===== config.mk =====
export PLATFORM = sky130hd
export DESIGN_NAME = math_round_controller
export DESIGN_NICKNAME = d
export VERILOG_FILES = /design/src/rtl/math_round_controller_pkg.sv /design/src/rtl/math_round_controller_operand_lfsr.sv /design/src/rtl/math_round_controller.sv
export SDC_FILE = /design/constraint.sdc
export NUM_CORES = 1
export LEC_CHECK = 0
export CAP_MARGIN = 10
export CORE_MARGIN = 4
export CORE_UTILIZATION = 49
export CTS_CLUSTER_DIAMETER = 150
export DETAILED_ROUTE_END_ITERATION = 8
export PLACE_DENSITY = 0.76
export REMOVE_ABC_BUFFERS = 1
export SKIP_LAST_GASP = 1
export SYNTH_ARGS = -nofsm -noshare
export SYNTH_HDL_FRONTEND = slang
export SYNTH_SLANG_ARGS = --single-unit

===== constraint.sdc =====
create_clock -name Clock -period 1.97 [get_ports Clock]
set_input_delay 0.197 -clock Clock [delete_from_list [all_inputs] [get_ports Clock]]
set_output_delay 0.197 -clock Clock [all_outputs]
set_load 0.03 [all_outputs]

===== src/rtl/math_round_controller_pkg.sv =====
// Shared types and constants for the binary math game round controller.
package math_round_controller_pkg;

  localparam int unsigned LFSR_W = 8;
  localparam int unsigned NIB_W  = 4;
  localparam int unsigned SUM_W  = 5;

  // Fibonacci feedback taps on q[7], q[5], q[4], q[3]
  localparam logic [LFSR_W-1:0] LFSR_TAPS = 8'b1011_1000;

  localparam int unsigned DEFAULT_ROUNDS     = 8;
  localparam int unsigned DEFAULT_TIME_LIMIT = 10;

  typedef enum logic [2:0] {
    IDLE   = 3'd0,
    LOAD   = 3'd1,
    ASK    = 3'd2,
    CHECK  = 3'd3,
    RESULT = 3'd4,
    DONE   = 3'd5
  } state_t;

  // Operand pair as sliced from the LFSR: high nibble is B, low nibble is A
  typedef struct packed {
    logic [NIB_W-1:0] b;
    logic [NIB_W-1:0] a;
  } operands_t;

  function automatic logic lfsr_feedback(input logic [LFSR_W-1:0] q);
    return ^(q & LFSR_TAPS);
  endfunction

endpackage


===== src/rtl/math_round_controller_operand_lfsr.sv =====
// Free-running 8-bit Fibonacci LFSR supplying the random operand pairs.
module operand_lfsr
  import math_round_controller_pkg::*;
#(
  parameter logic [LFSR_W-1:0] SEED = 8'hA5
) (
  input  logic              Clock,
  input  logic              Reset,
  output logic [LFSR_W-1:0] q
);

  always_ff @(posedge Clock) begin
    if (!Reset) q <= SEED;
    else        q <= {q[LFSR_W-2:0], lfsr_feedback(q)};
  end

endmodule


===== src/rtl/math_round_controller.sv =====
// Game sequencer: issues operand pairs, times each round, checks answers and keeps score.
module math_round_controller
  import math_round_controller_pkg::*;
#(
  parameter int unsigned      ROUNDS       = DEFAULT_ROUNDS,
  parameter int unsigned      TIME_LIMIT   = DEFAULT_TIME_LIMIT,
  parameter int unsigned      RESULT_TICKS = 2,
  parameter logic [LFSR_W-1:0] LFSR_SEED   = 8'hA5
) (
  input  logic             Clock,
  input  logic             Reset,
  input  logic             StartPulse,
  input  logic             SubmitPulse,
  input  logic [SUM_W-1:0] Answer,
  input  logic             OneSecTick,
  output logic [NIB_W-1:0] OperandA,
  output logic [NIB_W-1:0] OperandB,
  output logic [NIB_W-1:0] TimeLeft,
  output logic [NIB_W-1:0] Score,
  output logic [NIB_W-1:0] Round,
  output logic             Active,
  output logic             Correct,
  output logic             Wrong,
  output logic             GameOver
);

  localparam logic [NIB_W-1:0] TIME_INIT  = NIB_W'(TIME_LIMIT);
  localparam logic [NIB_W-1:0] LAST_ROUND = NIB_W'(ROUNDS);
  localparam logic [NIB_W-1:0] LAST_TICK  = NIB_W'(RESULT_TICKS - 1);

  logic [LFSR_W-1:0] lfsr_q;

  state_t            state_q,     state_d;
  operands_t         ops_q,       ops_d;
  logic [NIB_W-1:0]  time_left_q, time_left_d;
  logic [NIB_W-1:0]  score_q,     score_d;
  logic [NIB_W-1:0]  round_q,     round_d;
  logic [NIB_W-1:0]  res_cnt_q,   res_cnt_d;
  logic [SUM_W-1:0]  answer_q,    answer_d;
  logic              active_q,    active_d;
  logic              correct_q,   correct_d;
  logic              wrong_q,     wrong_d;
  logic              game_over_q, game_over_d;
  logic [SUM_W-1:0]  sum_c;

  operand_lfsr #(.SEED(LFSR_SEED)) u_lfsr (
    .Clock (Clock),
    .Reset (Reset),
    .q     (lfsr_q)
  );

  // Zero-extended so 15+15 compares as 30 rather than wrapping
  assign sum_c = SUM_W'(ops_q.a) + SUM_W'(ops_q.b);

  // Next-state and next-output logic
  always_comb begin
    state_d     = state_q;
    ops_d       = ops_q;
    time_left_d = time_left_q;
    score_d     = score_q;
    round_d     = round_q;
    res_cnt_d   = res_cnt_q;
    answer_d    = answer_q;
    active_d    = active_q;
    correct_d   = correct_q;
    wrong_d     = wrong_q;
    game_over_d = game_over_q;

    unique case (state_q)
      IDLE: begin
        if (StartPulse) state_d = LOAD;
      end

      LOAD: begin
        ops_d       = operands_t'(lfsr_q);
        time_left_d = TIME_INIT;
        round_d     = round_q + NIB_W'(1);
        correct_d   = 1'b0;
        wrong_d     = 1'b0;
        active_d    = 1'b1;
        state_d     = ASK;
      end

      // A submit in the same cycle as the final tick takes priority over the timeout
      ASK: begin
        if (SubmitPulse) begin
          answer_d = Answer;
          active_d = 1'b0;
          state_d  = CHECK;
        end else if (OneSecTick) begin
          if (time_left_q == NIB_W'(1)) begin
            time_left_d = '0;
            wrong_d     = 1'b1;
            active_d    = 1'b0;
            state_d     = RESULT;
          end else begin
            time_left_d = time_left_q - NIB_W'(1);
          end
        end
      end

      CHECK: begin
        if (answer_q == sum_c) begin
          score_d   = score_q + NIB_W'(1);
          correct_d = 1'b1;
        end else begin
          wrong_d = 1'b1;
        end
        state_d = RESULT;
      end

      RESULT: begin
        if (OneSecTick) begin
          if (res_cnt_q == LAST_TICK) begin
            res_cnt_d = '0;
            correct_d = 1'b0;
            wrong_d   = 1'b0;
            if (round_q == LAST_ROUND) begin
              game_over_d = 1'b1;
              state_d     = DONE;
            end else begin
              state_d = LOAD;
            end
          end else begin
            res_cnt_d = res_cnt_q + NIB_W'(1);
          end
        end
      end

      DONE: begin
        if (StartPulse) begin
          score_d     = '0;
          round_d     = '0;
          game_over_d = 1'b0;
          state_d     = LOAD;
        end
      end

      default: begin
        state_d     = IDLE;
        ops_d       = '0;
        time_left_d = TIME_INIT;
        score_d     = '0;
        round_d     = '0;
        res_cnt_d   = '0;
        answer_d    = '0;
        active_d    = 1'b0;
        correct_d   = 1'b0;
        wrong_d     = 1'b0;
        game_over_d = 1'b0;
      end
    endcase
  end

  // State and output registers
  always_ff @(posedge Clock) begin
    if (!Reset) begin
      state_q     <= IDLE;
      ops_q       <= '0;
      time_left_q <= TIME_INIT;
      score_q     <= '0;
      round_q     <= '0;
      res_cnt_q   <= '0;
      answer_q    <= '0;
      active_q    <= 1'b0;
      correct_q   <= 1'b0;
      wrong_q     <= 1'b0;
      game_over_q <= 1'b0;
    end else begin
      state_q     <= state_d;
      ops_q       <= ops_d;
      time_left_q <= time_left_d;
      score_q     <= score_d;
      round_q     <= round_d;
      res_cnt_q   <= res_cnt_d;
      answer_q    <= answer_d;
      active_q    <= active_d;
      correct_q   <= correct_d;
      wrong_q     <= wrong_d;
      game_over_q <= game_over_d;
    end
  end

  assign OperandA = ops_q.a;
  assign OperandB = ops_q.b;
  assign TimeLeft = time_left_q;
  assign Score    = score_q;
  assign Round    = round_q;
  assign Active   = active_q;
  assign Correct  = correct_q;
  assign Wrong    = wrong_q;
  assign GameOver = game_over_q;

endmodule


==> impl_metrics.env <==
export IMPL_yosys_top_cells_area="dfxtp_1 38%, ha_1 6.0%, a21oi_1 5.9%, nor2_1 5.2%, nand2_1 3.8%"
export IMPL_setup_tns_ns=-0.134
export IMPL_crit_top_cell="xnor2_2"
export IMPL_dp_slack_ns=-0.194
export IMPL_max_vdd_ir_drop_mv=0.854
export IMPL_io_buffers=33
export IMPL_min_period_ns=2.05
export IMPL_num_antenna_cells=0
export IMPL_start_kind="flop"
export IMPL_start_util_pct=51.8
export IMPL_worstPathMaxFanout=6
export IMPL_critPathKind="flop to flop"
export IMPL_max_stage_delay_ns=0.37
export IMPL_dpl_cell_area_um2=2780
export IMPL_synth_flop_cell="dfxtp_1"
export IMPL_ys_warn_count=0
export IMPL_relSlewSlack_pct=58.6
export IMPL_synth_compound_area_share_pct=19.0
export IMPL_postSynthAreaPerCell_um2=8.53
export IMPL_row_count=24
export IMPL_slowest_stage="fa_2"
export IMPL_clock_path_buffers=2
export IMPL_fin_cells=371
export IMPL_drtAntennaViolNets=0
export IMPL_detailed_place_hpwl_mm=4.00
export IMPL_grt_pass1_wl_mm=9.69
export IMPL_die_area_um2=5860
export IMPL_ioPinCount=34
export IMPL_grt_max_degree=27
export IMPL_p_leak_nw=1.18
export IMPL_drt_iter0_drc=82
export IMPL_area_growth_pct=29.3
export IMPL_fmax_mhz=487
export IMPL_core_area_um2=4440
export IMPL_netlist_area_leader_share_pct=38.3
export IMPL_wire_per_inst_um=15.1
export IMPL_cts_sinks=44
export IMPL_fp_dieH_um=76.5
export IMPL_crit_arrival_ns=2.27
export IMPL_die_w_um=76.5
export IMPL_tightest_slew_ns=0.618
export IMPL_holdBufCountCts=0
export IMPL_fin_area_um2=2980
export IMPL_hold_ws_ns=0.450
export IMPL_yosysSeqAreaShare_pct=38.3
export IMPL_finalWirelength_mm=5.60
export IMPL_antenna_found_initial=0
export IMPL_setup_viol=5
export IMPL_finalWorstSetupSlack_ns=-0.0813
export IMPL_drv_cap=0
export IMPL_cts_buffers=5
export IMPL_drc_errors=0
export IMPL_root_buffer="clkbuf_8"
export IMPL_synth_seq_cells=44
export IMPL_synthArstFlopShare_pct=0
export IMPL_clock_latency_ns=0.31
export IMPL_cts_tree="yes"
export IMPL_path_cells="ha_4 -> fa_2 -> xnor2_2 -> xnor2_2 -> nor4_4 -> buf_6 -> a41oi_2 -> o21a_1"
export IMPL_synth_top_family_by_area="simple AND/OR/NAND/NOR gates"
export IMPL_synth_fa_ha_area_share_pct=6.85
export IMPL_crit_required_ns=2.18
export IMPL_viasPerCell=5.57
export IMPL_grt_total_usage_pct=20.3
export IMPL_via_count=2068
export IMPL_hold_path_class="flop to flop"
export IMPL_syn_area_um2=2300
export IMPL_dp_cells=361
export IMPL_violations="negative setup slack"
export IMPL_cp_top_family="adder cells"
export IMPL_hold_viol_final=0
export IMPL_gp_congestion=0.830
export IMPL_synthSimpleGateAreaFrac_pct=24.1
export IMPL_path_clk_slew_ns=0.09
export IMPL_muxShareOfSynthArea_pct=2.23
export IMPL_htree_levels=2
export IMPL_synth_cells=270
export IMPL_grt_pass1_vias=2056
export IMPL_rsz0062_at_grt="true"
export IMPL_synth_top_cell_by_area="dfxtp_1"
export IMPL_final_layout_size_suffix_gt1_share_pct=15.4
export IMPL_cp_end_kind="flop"
export IMPL_synth_edf_count=0
export IMPL_grt_overflow=0
export IMPL_finClkSkew_ns=0.0100
export IMPL_min_period_over_period_pct=104
export IMPL_drt_pass1_iter_count=4
export IMPL_cellPowerDensity_nw_per_um2=1310
export IMPL_report_final_slew_viol_count=0
export IMPL_synth_xor_xnor_area_share_pct=5.33
export IMPL_final_nets=340
export IMPL_ys_types=47
export IMPL_status="finished with violations"
export IMPL_cp_num_buf_inv=1
[area by class of cell]
cell class / instances / area [um2]
clock buffer: 5 / 68.8
timing repair buffer: 54 / 492
multi-input combinational: 204 / 1390
tap: 52 / 65.1
fill: 378 / 1470
inverter: 9 / 33.8
sequential: 44 / 883
clock inverter: 3 / 46.3
[Yosys cell counts, drive strengths merged, types with 3 or more instances]
master and instances:
a21oi 28, a22oi 10, and2 5, buf 5, clkbuf 8, dfxtp 44, ha 11, inv 9
mux2i 4, nand2 23, nand2b 8, nand3 6, nand4 3, nor2 32, nor2b 5, nor3b 7
o2111ai 6, o21ai 11, or3 4, xnor2 8, xor2 6
[report_power, final]
part           leakage [nW]  internal, mW  switching, mW
clock                0.0548         0.382          0.336
sequential            0.360          1.04          0.183
combinational         0.762         0.855           1.12
[kinds of logic (layout without fill, tap and decap cells)]
group                    count (synthesis)  count (layout)
multiplexers                             5               5
flip-flops                              44              44
adder cells (fa/ha/maj)                 12              12
XOR/XNOR                                14              14
AO/OA/AOI/OAI                           68              68
AND/OR/NAND/NOR                        105             105
buffers and inverters                   22              71
[registers in the layout, indices dropped and copies added (netlist names)]
name / flops
Active: 1
Correct: 1
GameOver: 1
OperandA: 4
OperandB: 4
Round: 4
Score: 4
TimeLeft: 4
Wrong: 1
answer_q: 5
res_cnt_q: 4
state_q: 3
u_lfsr.q: 8
[worst paths after layout]
kind	start	endpoint	slack, ns	depth (start not counted)
max	OperandA[0]$_SDFFE_PN0N_	Wrong$_SDFFE_PN0P_	-0.08	8
min	u_lfsr.q[1]$_SDFF_PN0_	u_lfsr.q[2]$_SDFF_PN1_	0.45	1
max reg2reg	OperandA[0]$_SDFFE_PN0N_	Wrong$_SDFFE_PN0P_	-0.08	8
min reg2reg	u_lfsr.q[1]$_SDFF_PN0_	u_lfsr.q[2]$_SDFF_PN1_	0.45	1
[through the flow]
| stage | util (%) | total power, mW |
|---|---|---|
| floorplan | - | 2.35 |
| global placement | 62.5 | 2.98 |
| detailed placement | 62.5 | 3.01 |
| CTS | 66.2 | 3.84 |
| global route | 67.0 | 4.18 |
| finish | 67.0 | 3.91 |
[cells in the final DEF, fill, tap and decap left out, drive strengths merged, types with 7 or more instances in the layout]
cell type,n
a21oi,28
a22oi,10
buf,21
clkdlybuf4s50,33
dfxtp,44
ha,11
inv,10
nand2,23
nand2b,8
nor2,32
nor3b,7
o21ai,11
xnor2,8
[layer usage]
metal	vias to the layer above	global-route usage [%]	wire (um)
met3	9	6.38	245
met4	0	6.88	95
li1	1043	-	-
met2	48	35.7	2820
met5	-	0	0
met1	968	23.2	2440
[repair_timing]
action | CTS | global route
pin swaps | 4 | 5
buffers inserted | 2 | 0
cloned | 0 | 0
resized for setup | 7 | 7
endpoints found under the setup margin | 6 | 7
Power figures use the tool's default switching activity.
